$ cat src/rtl/mem_lsu.sv
// Load/store unit in front of a single-cycle data memory: one request at a time,
// alignment/range checking, one-cycle memory access, load extension and debug counters.
module mem_lsu #(
  parameter int DM_WORDS = 512,
  parameter int CNT_W    = 16
) (
  input  logic             clk,
  input  logic             rstn,
  input  logic             req_valid,
  output logic             req_ready,
  input  logic             req_we,
  input  logic [1:0]       req_size,
  input  logic             req_signed,
  input  logic [31:0]      req_addr,
  input  logic [31:0]      req_wdata,
  output logic             rsp_valid,
  input  logic             rsp_ready,
  output logic [31:0]      rsp_rdata,
  output logic             rsp_err,
  output logic             dm_MemR,
  output logic             dm_MemWr,
  output logic [1:0]       dm_MemWrBits,
  output logic [1:0]       dm_MemRBits,
  output logic [31:0]      dm_addr,
  output logic [31:0]      dm_data,
  input  logic [31:0]      dm_ReadData,
  output logic [CNT_W-1:0] cnt_ld,
  output logic [CNT_W-1:0] cnt_st,
  output logic [CNT_W-1:0] cnt_err
);

  typedef enum logic [1:0] {IDLE, ACCESS, RESP} state_e;

  state_e            state_q, state_d;
  logic              we_q, we_d;
  logic [1:0]        size_q, size_d;
  logic              sgn_q, sgn_d;
  logic [31:0]       addr_q, addr_d;
  logic [31:0]       wdata_q, wdata_d;
  logic [31:0]       rdata_q, rdata_d;
  logic              err_q, err_d;
  logic [CNT_W-1:0]  cnt_ld_q, cnt_ld_d;
  logic [CNT_W-1:0]  cnt_st_q, cnt_st_d;
  logic [CNT_W-1:0]  cnt_err_q, cnt_err_d;

  logic              req_err;
  logic              in_access;
  logic [31:0]       load_ext;

  function automatic logic [CNT_W-1:0] sat_inc(input logic [CNT_W-1:0] v);
    return (&v) ? v : v + CNT_W'(1);
  endfunction

  assign req_ready = (state_q == IDLE) & rstn;
  assign rsp_valid = (state_q == RESP);
  assign rsp_rdata = rdata_q;
  assign rsp_err   = err_q;
  assign cnt_ld    = cnt_ld_q;
  assign cnt_st    = cnt_st_q;
  assign cnt_err   = cnt_err_q;

  // NOTE: memory strobes are decoded from the state register, not registered,
  // so an asynchronous reset during ACCESS removes the write before the next edge.
  assign in_access    = (state_q == ACCESS);
  assign dm_MemR      = in_access & ~we_q;
  assign dm_MemWr     = in_access & we_q;
  assign dm_MemRBits  = (in_access & ~we_q) ? size_q : 2'b00;
  assign dm_MemWrBits = (in_access & we_q) ? size_q : 2'b00;
  assign dm_addr      = in_access ? addr_q : 32'h0;
  assign dm_data      = in_access ? wdata_q : 32'h0;

  always_comb begin
    req_err = (req_size == 2'b11)
            | ((req_size == 2'b01) & req_addr[0])
            | ((req_size == 2'b00) & (|req_addr[1:0]))
            | ({2'b00, req_addr[31:2]} >= 32'(DM_WORDS));
  end

  // Memory returns zero-extended data; only signed half/byte loads need work.
  always_comb begin
    load_ext = dm_ReadData;
    if (sgn_q) begin
      case (size_q)
        2'b01:   load_ext = {{16{dm_ReadData[15]}}, dm_ReadData[15:0]};
        2'b10:   load_ext = {{24{dm_ReadData[7]}}, dm_ReadData[7:0]};
        default: load_ext = dm_ReadData;
      endcase
    end
  end

  // NOTE: every variable gets its hold value first so no path infers a latch.
  always_comb begin
    state_d   = state_q;
    we_d      = we_q;
    size_d    = size_q;
    sgn_d     = sgn_q;
    addr_d    = addr_q;
    wdata_d   = wdata_q;
    rdata_d   = rdata_q;
    err_d     = err_q;
    cnt_ld_d  = cnt_ld_q;
    cnt_st_d  = cnt_st_q;
    cnt_err_d = cnt_err_q;
    unique case (state_q)
      IDLE: begin
        if (req_valid) begin
          we_d    = req_we;
          size_d  = req_size;
          sgn_d   = req_signed;
          addr_d  = req_addr;
          wdata_d = req_wdata;
          err_d   = req_err;
          rdata_d = 32'h0;
          state_d = req_err ? RESP : ACCESS;
        end
      end
      ACCESS: begin
        rdata_d = we_q ? 32'h0 : load_ext;
        state_d = RESP;
      end
      RESP: begin
        if (rsp_ready) begin
          if (err_q)     cnt_err_d = sat_inc(cnt_err_q);
          else if (we_q) cnt_st_d  = sat_inc(cnt_st_q);
          else           cnt_ld_d  = sat_inc(cnt_ld_q);
          rdata_d = 32'h0;
          err_d   = 1'b0;
          state_d = IDLE;
        end
      end
      default: state_d = IDLE;
    endcase
  end

  // NOTE: sequential state uses non-blocking assignments so all flops update together.
  always_ff @(posedge clk or negedge rstn) begin
    if (!rstn) begin
      state_q   <= IDLE;
      we_q      <= 1'b0;
      size_q    <= 2'b00;
      sgn_q     <= 1'b0;
      addr_q    <= 32'h0;
      wdata_q   <= 32'h0;
      rdata_q   <= 32'h0;
      err_q     <= 1'b0;
      cnt_ld_q  <= '0;
      cnt_st_q  <= '0;
      cnt_err_q <= '0;
    end else begin
      state_q   <= state_d;
      we_q      <= we_d;
      size_q    <= size_d;
      sgn_q     <= sgn_d;
      addr_q    <= addr_d;
      wdata_q   <= wdata_d;
      rdata_q   <= rdata_d;
      err_q     <= err_d;
      cnt_ld_q  <= cnt_ld_d;
      cnt_st_q  <= cnt_st_d;
      cnt_err_q <= cnt_err_d;
    end
  end

endmodule

$ cat config.mk
export PLATFORM = sky130hd
export DESIGN_NAME = mem_lsu
export DESIGN_NICKNAME = d
export VERILOG_FILES = /design/src/rtl/mem_lsu.sv
export SDC_FILE = /design/constraint.sdc
export NUM_CORES = 1
export LEC_CHECK = 0
export ABC_AREA = 1
export CAP_MARGIN = 20
export CORE_MARGIN = 4
export CORE_UTILIZATION = 40
export CTS_CLUSTER_DIAMETER = 50
export DETAILED_ROUTE_END_ITERATION = 6
export PLACE_DENSITY_LB_ADDON = 0.15
export SLEW_MARGIN = 5
export SYNTH_ARGS = -nofsm -noshare
export SYNTH_HDL_FRONTEND = slang
export SYNTH_SLANG_ARGS = --single-unit
export TNS_END_PERCENT = 5
$ cat constraint.sdc
create_clock -name clk -period 2.1 [get_ports clk]
set_clock_uncertainty 0.1 [all_clocks]
set_input_delay 0.21 -clock clk [delete_from_list [all_inputs] [get_ports clk]]
set_output_delay 0.21 -clock clk [all_outputs]
set_load 0.02 [all_outputs]
==> results of run 1 <==
## metal layers
layer  up-vias  GRT usage, %  share of wire (%)  wire, um
li1       3572             -                  -         -
met1      3218          26.1                 43      9120
met2       218          32.2                 46      9770
met3        33          7.55                9.4      2010
met4         0          6.84                2.3       495
met5         -             0                  0         0
## Yosys cell counts, types with 3 or more instances
cell type,n
buf_6,4
buf_1,3
a21oi_1,88
inv_1,110
nor2_4,5
nor2_2,4
nand4_1,11
clkbuf_1,9
nand3b_1,3
o21ai_1,9
dfrtp_1,151
inv_2,3
xnor2_1,18
ha_1,5
buf_2,15
buf_4,4
nand2_2,14
o21ai_0,40
xor2_1,7
nand2_1,268
nand3_1,14
nor3_1,3
nor2_1,193
## flip-flops by register name, summed over array words and instances (netlist names)
| name | count |
|---|---|
| size_q | 2 |
| cnt_err | 16 |
| cnt_ld | 16 |
| state_q | 2 |
| rsp_rdata | 32 |
| addr_q | 32 |
| cnt_st | 16 |
| rsp_err | 1 |
| sgn_q | 1 |
| wdata_q | 32 |
| we_q | 1 |
## where the power goes
group          internal (mW)  switching (mW)  total (mW)
sequential              3.71           0.420        4.13
combinational           1.30            2.04        3.35
clock                   1.79            1.18        2.97
## final cells by class
cell class / count / area (um^2)
fill: 1748 / 7570
sequential: 151 / 3780
multi-input combinational: 689 / 3130
clock inverter: 9 / 103
inverter: 114 / 428
clock buffer: 21 / 460
timing repair buffer: 280 / 2450
tap: 229 / 287
## worst max-delay path by stage
stage	depth (start not counted)	slack, ns	endpoint
after floorplan	9	0.32	cnt_err[10]
after global placement	6	0.02	cnt_st[4]
after detailed placement	6	-0.03	cnt_st[4]
after CTS	6	0.00008	dm_addr[8]
after global routing	6	0.004	dm_addr[0]
final	6	0.11	dm_addr[19]
## kinds of logic after synthesis
kind of cell    synth area share [%]
compound gates                  9.52
xor+xnor                        2.91
fa+ha+maj                      0.831
buf+inv                         8.47
flops                           50.2
simple gates                    28.1
## cell usage in the layout (no fill, tap or decap), drive strengths merged
master         synthesis  routed
dfrtp                151     151
dlygate4sd2            0       4
buf                   27      40
dlymetal6s2s           0       1
o22ai                  1       1
nor3                   4       4
bufinv                 0       2
xor2                   7       7
ha                     5       5
nand4                 12      12
clkinv                 1       5
dlygate4sd3            0       1
clkbuf                 9      72
nand3                 15      15
o21ai                 50      50
inv                  113     113
clkdlybuf4s50          0     183
a21oi                 89      89
nand2                282     282
nand3b                 3       3
clkinvlp               0       3
xnor2                 18      18
nor3b                  1       1
nor2                 202     202
## through the flow
stage	total power, mW	setup TNS (ns)
global placement	7.48	0
floorplan	6.26	0
finish	10.4	0
global route	11.2	0
CTS	10.6	0
detailed placement	7.56	-0.0299
## worst max-delay path, cell delays in order (launching register included)
cell	delay [ns]
dfrtp_1	0.42
inv_1	0.09
nor2_2	0.14
inv_2	0.07
buf_12	0.19
nor2_1	0.15
buf_2	0.19
## what timing repair did
item / CTS / global route
gates resized for setup: 132 / 95
setup endpoints to repair: 71 / 77
gates cloned: 0 / 0
endpoints found under the hold margin: 151 / 0
hold buffers: 1 / 0
==> impl_metrics.csv, run 1 <==
group,metric,value,unit
status,outcome,"finished clean",
yosys,synthArstFlopShare,100,%
global_routing,track_usage,20.4,%
floorplanning,placementRows,49,
route,via_per_inst,4.72,
floorplanning,start_util,41.4,%
clock_network,h-tree-depth,4,
min_path,min-delay-start,"dm_ReadData[0]",
yosys,synth_seq_cells,151,
yosys,ys_warn_count,0,
global_routing,grt_pass1_vias,6908,
run,maxCapViolations,0,
cells_and_area,nets,1362,
global_routing,grt_pass1_wl,35500,um
floorplanning,fp.dieH,145,um
route,drt-pass1-iter-count,5,
yosys,synth_top_area_share,50.2,%
timing,drv_slew,0,
cells_and_area,diodes,0,
clock_network,tritoncts,"done",
floorplanning,fp.coreArea,18200,um^2
setup_path,ff2ff_path_depth,8,
setup_path,worstSetupStartpoint,"state_q[0]",
timing,relSlewSlack,41.2,%
setup_path,worstPathArrival,1.68,ns
timing,hold_violations,0,
timing,worstMarginPinSlew,0.882,ns
setup_path,worst-endpoint-required,1.79,ns
route,drc,0,
timing,min_period_over_period,94.8,%
cells_and_area,drive_gt1_share,12.2,%
timing,hold_ws,0.229,ns
clock_network,cts_sinks,151,
clock_network,cts_root_buffer,"clkbuf_16",
global_routing,antenna_found_initial,0,
setup_path,reg2reg_from,"size_q[0]",
power_and_ir_drop,p_leak,5.22,nW
setup_path,r2r_slack,0.28,ns
yosys,postSynthAreaPerCell,7.61,um^2
setup_path,crit_path_end_kind,"output pin",
yosys,yosysSeqAreaShare,50.2,%
timing,period_minus_slack,1.99,ns
placement,routabilityCongestion,0.848,
timing,setup_violations,0,
cells_and_area,syn_to_final_growth,41.2,%
floorplanning,die_area,21100,um^2
yosys,syn-cell-area,7530,um^2
yosys,netlist_instances,990,
floorplanning,pin_count,257,
global_routing,grt_max_degree,131,
clock_network,cts_made_buffers,17,
route,vias,7041,
clock_network,cts_setup_buffers,0,
yosys,synth_flop_cell,"dfrtp_1",
timing,max_freq,502,MHz
setup_path,rr_endpoint,"rsp_rdata[30]",
min_path,holdPathEnd,"rsp_rdata[0]",
route,wl,21400,um
min_path,min_path_cells,3,
placement,pre_cts_ws,-0.0299,ns
placement,place_inst,1462,
timing,grt_setup_unrepaired,"no",
yosys,synth_edf_count,0,
power_and_ir_drop,power_density,982,nW/um^2
setup_path,critical_path_class,"reg -> out",
route,antenna_left,0,
power_and_ir_drop,peakVddDrop,0.633,mV
global_routing,overflow,0,
clock_network,clkSlewWorstSetupHoldPaths,0.06,ns
cells_and_area,final_area,10600,um^2
placement,port_buffers,256,
cells_and_area,post-route-util,58.4,%
setup_path,crit_fanout,55,
placement,dpl.hpwl,15700,um
yosys,synth.distinct_cells,32,
yosys,synth_top_area_cell,"dfrtp_1",
yosys,syn_nets,1099,
timing,finalWorstSetupSlack,0.109,ns
placement,detailed_place.area,10400,um^2
route,drt_iter0_drc,321,
yosys,synth_area_leaders,"dfrtp_1 50%, nand2_1 13%, nor2_1 9.6%",
min_path,hp-class,"in -> reg",
clock_network,insertion_delay,0.42,ns
route,drt-wirelength-per-cell,14.3,um
clock_network,cts_buffer_depth,2,
cells_and_area,final_cells,1493,
setup_path,critPathLaunchType,"flop",
floorplanning,die_width,145,um
No activity file was read; power rests on OpenSTA's default activity.
==> run 2, diff against run 1 <==
--- a/config.mk
+++ b/config.mk
@@ -7,11 +7,12 @@
 export LEC_CHECK = 0
 export ABC_AREA = 1
 export CAP_MARGIN = 20
-export CORE_MARGIN = 4
 export CORE_UTILIZATION = 40
 export CTS_CLUSTER_DIAMETER = 50
 export DETAILED_ROUTE_END_ITERATION = 6
+export GPL_TIMING_DRIVEN = 0
 export PLACE_DENSITY_LB_ADDON = 0.15
+export SETUP_SLACK_MARGIN = 0.4
 export SLEW_MARGIN = 5
 export SYNTH_ARGS = -nofsm -noshare
 export SYNTH_HDL_FRONTEND = slang
==> run 2 against run 1 <==
  * The run now ends with DRC, hold timing left
  * Cell area rose by 7.3%
  * Routed wire length rose by 4.3%
  * Critical endpoint is now dm_data[1]
  * Via count rose by 3.2%
  * Die area fell by 8.1%
  * Clock power rose by 4%
  * Critical path type unchanged
==> impl_metrics.csv, run 2 (same netlist as run 1, synthesis figures left out) <==
group,metric,value,unit
timing,period_minus_slack,1.92,ns
setup_path,r2r_slack,0.24,ns
cells_and_area,fill_cells,1646,
cells_and_area,syn_to_final_growth,51.5,%
floorplanning,die_area,19400,um^2
cells_and_area,final_area,11400,um^2
placement,detailed_place.area,10400,um^2
power_and_ir_drop,p_leak,5.45,nW
placement,place_inst,1476,
clock_network,insertion_delay,0.42,ns
setup_path,cp_slowest_stage_delay,0.41,ns
cells_and_area,ff_latch_area,3780,um^2
clock_network,tritoncts,"done",
setup_path,crit_buf_inv,4,
setup_path,critical-path-top-delay-family,"buffers and inverters",
timing,setup_violations,0,
timing,hold_ws,-0.431,ns
setup_path,rr_endpoint,"cnt_st[3]",
cells_and_area,drive_gt1_share,17.2,%
global_routing,overflow,0,
route,vias,7265,
timing,drv_slew,0,
clock_network,cts_root_buffer,"clkbuf_16",
route,antenna_left,0,
power_and_ir_drop,power_density,967,nW/um^2
global_routing,grt_max_degree,68,
placement,port_buffers,256,
route,drt_iter0_drc,327,
timing,max_freq,520,MHz
status,outcome,"finished with violations",
setup_path,worst-endpoint-required,1.79,ns
status,violations,"DRC, hold timing",
clock_network,cts_sinks,151,
global_routing,grt_pass1_vias,7010,
route,drc,12,
global_routing,use_met2,39.7,%
route,drt-pass1-iter-count,7,
clock_network,clkSlewWorstSetupHoldPaths,0.06,ns
placement,dpl.hpwl,15700,um
global_routing,antenna_found_initial,0,
route,drt-wirelength-per-cell,14.6,um
cells_and_area,diodes,0,
cells_and_area,multi_input_area,3340,um^2
power_and_ir_drop,peakVddDrop,0.573,mV
placement,routabilityCongestion,0.902,
clock_network,cts_buffer_depth,2,
floorplanning,pin_count,257,
cells_and_area,layout_common_cells,"267 x nand2_1, 183 x clkdlybuf4s50_1, 163 x nor2_1",
timing,min_period_over_period,91.5,%
timing,grt_setup_unrepaired,"yes",
floorplanning,fp.dieH,139,um
global_routing,grt-busiest-layer,"met2",
clock_network,h-tree-depth,4,
timing,hold_violations,68,
floorplanning,placementRows,49,
power_and_ir_drop,p_total,11.0,mW
floorplanning,fp.coreArea,18200,um^2
setup_path,path_cells,"nor2_4, inv_4, buf_12, buf_12, nor2_1, buf_4",
run,maxCapViolations,0,
setup_path,reg2reg_from,"cnt_st[0]",
cells_and_area,final_cells,1526,
setup_path,worstPathArrival,1.61,ns
setup_path,critPathLaunchType,"flop",
timing,relSlewSlack,48.2,%
min_path,hp-class,"in -> async",
route,wl,22300,um
global_routing,grt_use_met1,27.7,%
setup_path,critical_path_class,"reg -> out",
cells_and_area,post-route-util,62.6,%
global_routing,grtUsageMet3,8.19,%
setup_path,crit_path_end_kind,"output pin",
setup_path,crit_fanout,10,
global_routing,grt_pass1_wl,35700,um
timing,worstMarginPinSlew,0.775,ns
clock_network,cts_made_buffers,17,
setup_path,ff2ff_path_depth,9,
floorplanning,start_util,41.4,%
setup_path,cp_common_cell,"buf_12",
cells_and_area,nets,1394,
setup_path,slowest_stage,"dfrtp_1",
cells_and_area,final_common_cell,"nand2_1",
global_routing,track_usage,23.3,%
floorplanning,die_width,139,um
route,via_per_inst,4.76,
## run 2: changes by cell type in the layout (fill, tap and decap cells not counted), moves of 4 or more
cell and change:
buf_4 +15, nor2_2 +10, buf_6 +25, clkbuf_2 -51, nor2_1 -29, clkinv_4 +5
nor2_4 +19, buf_2 +25, clkbuf_1 +4
## run 2: worst reg2reg max path: cells and delay by family (launching register included)
family,cells,cell delay [ns]
flops,1,0.45
simple gates,6,0.67
buf+inv,2,0.27
fa+ha+maj,1,0.27
## run 2: layout make-up
class,instances,share of cell area (%)
buffer,36,2.76
tap,229,2.51
inverter,114,3.84
multi-input combinational,689,29.3
sequential,151,33.1
clock inverter,12,1.36
clock buffer,19,3.80
timing repair buffer,276,23.3
## run 2: stage by stage
step | worst slack (ns) | setup TNS, ns
final | 0.178 | 0
after global routing | 0.0897 | 0
after CTS | 0.183 | 0
after detailed placement | -0.297 | -7.89
after global placement | -6.34 | -881.37
after floorplan | 0.323 | 0
## run 2: where the power goes
| group | leakage [nW] | switching [mW] | internal, mW | total (mW) |
|---|---|---|---|---|
| registers | 1.88 | 0.445 | 3.71 | 4.16 |
| logic | 3.28 | 2.27 | 1.52 | 3.79 |
| clock network | 0.283 | 1.22 | 1.86 | 3.08 |
## run 2: layer usage
metal,up-vias,wire length [um]
li1,3658,-
met4,0,285
met2,212,11000
met5,-,0
met1,3374,9160
met3,21,1920
## run 2: repair_timing
| item | in CTS | in global routing |
|---|---|---|
| gates resized for setup | 420 | 32 |
| buffers inserted | 5 | 5 |
| gates cloned | 3 | 2 |
| endpoints found under the hold margin | 108 | 67 |
| pin swaps | 2 | 2 |
| endpoints found under the setup margin | 204 | 270 |
## run 2: worst max path at each step
stage               start  depth (start not counted)        endpoint
2_1_floorplan   cnt_st[0]                          6       cnt_st[2]
6_report       state_q[1]                          6      dm_data[1]
3_3_place_gp         rstn                          1      cnt_err[1]
3_5_place_dp   state_q[0]                          7      dm_data[5]
4_1_cts        state_q[0]                          7  dm_MemRBits[1]
5_1_grt        state_q[1]                          6     dm_data[27]
==> run 3, diff against run 2 <==
--- a/config.mk
+++ b/config.mk
@@ -11,7 +11,7 @@
 export CTS_CLUSTER_DIAMETER = 50
 export DETAILED_ROUTE_END_ITERATION = 6
 export GPL_TIMING_DRIVEN = 0
-export PLACE_DENSITY_LB_ADDON = 0.15
+export PLACE_DENSITY_LB_ADDON = 0.08
 export SETUP_SLACK_MARGIN = 0.4
 export SLEW_MARGIN = 5
 export SYNTH_ARGS = -nofsm -noshare
==> run 3 against run 2 <==
  * The flow still finishes with violations (DRC, hold timing)
  * Critical endpoint is now dm_data[22]
  * Combinational power barely moved
  * Via count is 1.2% lower
  * Final cell count stayed put
==> impl_metrics.csv, run 3 (same netlist as run 1, synthesis figures left out) <==
group,metric,value,unit
power_and_ir_drop,p_sw_share,35.7,%
floorplanning,placementRows,49,
route,wl,22200,um
placement,port_buffers,256,
floorplanning,pin_count,257,
clock_network,insertion_delay,0.42,ns
cells_and_area,post-route-util,62.2,%
route,via_per_inst,4.70,
global_routing,grt_pass1_vias,6825,
cells_and_area,layout_common_cells,"265 x nand2_1, 183 x clkdlybuf4s50_1, 160 x nor2_1",
global_routing,track_usage,23.3,%
cells_and_area,syn_to_final_growth,50.5,%
placement,place_inst,1476,
setup_path,critical_path_class,"reg -> out",
global_routing,grt_pass1_wl,35400,um
setup_path,worst-endpoint-required,1.79,ns
placement,pre_cts_ws,-0.277,ns
cells_and_area,nets,1393,
setup_path,crit_fanout,10,
setup_path,worstPathArrival,1.63,ns
timing,grt_setup_unrepaired,"yes",
clock_network,tritoncts,"done",
clock_network,cts_sinks,151,
power_and_ir_drop,clkPwrFrac,28.5,%
route,drc,13,
floorplanning,fp.dieH,139,um
global_routing,grt_max_degree,55,
clock_network,cts_buffer_depth,2,
power_and_ir_drop,peakVddDrop,0.639,mV
global_routing,overflow,0,
global_routing,grt_use_met1,28.4,%
timing,min_period_over_period,92.6,%
global_routing,use_met2,39.1,%
power_and_ir_drop,sequentialPowerShare,37.5,%
global_routing,antenna_found_initial,0,
route,drt_iter0_drc,296,
global_routing,grtUsageMet3,7.26,%
timing,drv_slew,0,
timing,max_freq,514,MHz
cells_and_area,drive_gt1_share,18.1,%
status,violations,"DRC, hold timing",
floorplanning,die_area,19400,um^2
power_and_ir_drop,combPwrFrac,34.1,%
timing,relSlewSlack,67.3,%
timing,hold_ws,-0.424,ns
clock_network,h-tree-depth,4,
route,drt-wirelength-per-cell,14.6,um
placement,routabilityCongestion,0.845,
route,antenna_left,0,
power_and_ir_drop,power_density,979,nW/um^2
min_path,hp-class,"in -> async",
power_and_ir_drop,p_int,7.13,mW
status,outcome,"finished with violations",
floorplanning,start_util,41.4,%
route,vias,7177,
cells_and_area,final_area,11300,um^2
timing,setup_violations,0,
timing,period_minus_slack,1.94,ns
cells_and_area,diodes,0,
setup_path,crit_path_end_kind,"output pin",
global_routing,grt-busiest-layer,"met2",
timing,worstMarginPinSlew,0.490,ns
run,maxCapViolations,0,
power_and_ir_drop,p_leak,5.46,nW
timing,hold_violations,98,
timing,finalWorstSetupSlack,0.155,ns
placement,detailed_place.area,10400,um^2
setup_path,critPathLaunchType,"flop",
placement,dpl.hpwl,15600,um
route,drt-pass1-iter-count,7,
power_and_ir_drop,p_sw,3.97,mW
floorplanning,die_width,139,um
clock_network,clkSlewWorstSetupHoldPaths,0.06,ns
clock_network,cts_root_buffer,"clkbuf_16",
clock_network,cts_made_buffers,17,
floorplanning,fp.coreArea,18200,um^2
cells_and_area,final_common_cell,"nand2_1",
cells_and_area,final_cells,1526,
-- run 3: changes by cell type in the layout (fill, tap and decap cells not counted), sizes merged, moves of 2 or more --
cell           previous run  this run
buf                     113       116
clkinv                    8         5
dlygate4sd3               3         0
clkbuf                   26        28
clkdlybuf4s15             3         1
-- run 3: repair_timing --
item,4_1_cts,5_1_grt
gates cloned,2,5
buffers inserted,3,8
setup endpoints to repair,204,301
pin swaps,1,8
hold endpoints to repair,98,45
resized for setup,362,93
-- run 3: layout make-up --
cell class	count	area [um^2]
Buffer	36	297
Clock buffer	21	450
Clock inverter	11	149
Fill cell	1650	6880
Inverter	114	437
Multi-Input combinational cell	689	3360
Sequential cell	151	3780
Tap cell	229	287
Timing Repair Buffer	275	2560
-- run 3: worst paths after layout --
check	to	startpoint	slack [ns]	cells after the start
setup / recovery	dm_data[22]	state_q[1]	0.16	6
hold / removal	rsp_rdata[4]	rstn	-0.42	1
setup reg to reg	rsp_rdata[16]	state_q[1]	0.30	11
hold reg to reg	rsp_rdata[3]	rsp_rdata[3]	0.38	2
max in group asynchronous	addr_q[24]	rstn	1.54	2
min in group clk	rsp_rdata[1]	dm_ReadData[1]	0.22	3
-- run 3: routing by layer --
metal  vias to the layer above  part of all wire (%)
met1                      3300                    42
met5                         -                     0
li1                       3652                     -
met3                        23                   7.9
met4                         0                   1.6
met2                       202                    49
-- run 3: power groups by stage --
stage | clock network (mW) | registers [mW] | logic [mW]
after global placement | 0 | 4.18 | 3.28
final | 3.16 | 4.16 | 3.78
after global routing | 3.33 | 4.25 | 4.20
after detailed placement | 0 | 4.19 | 3.35
after CTS | 3.20 | 4.14 | 3.45
after floorplan | 0 | 4.29 | 1.97
-- run 3: stage by stage --
step | total power, mW | TNS [ns]
CTS | 10.8 | 0
floorplan | 6.26 | 0
global placement | 7.47 | -880.51
global route | 11.8 | 0
finish | 11.1 | 0
detailed placement | 7.54 | -8.15
-- run 3: worst max-delay path: stages (launching register included) --
cell and delay, ns:
dfrtp_1 0.41, nor2_4 0.18, inv_4 0.07, buf_8 0.14, buf_6 0.15, nor2_1 0.10, buf_4 0.15
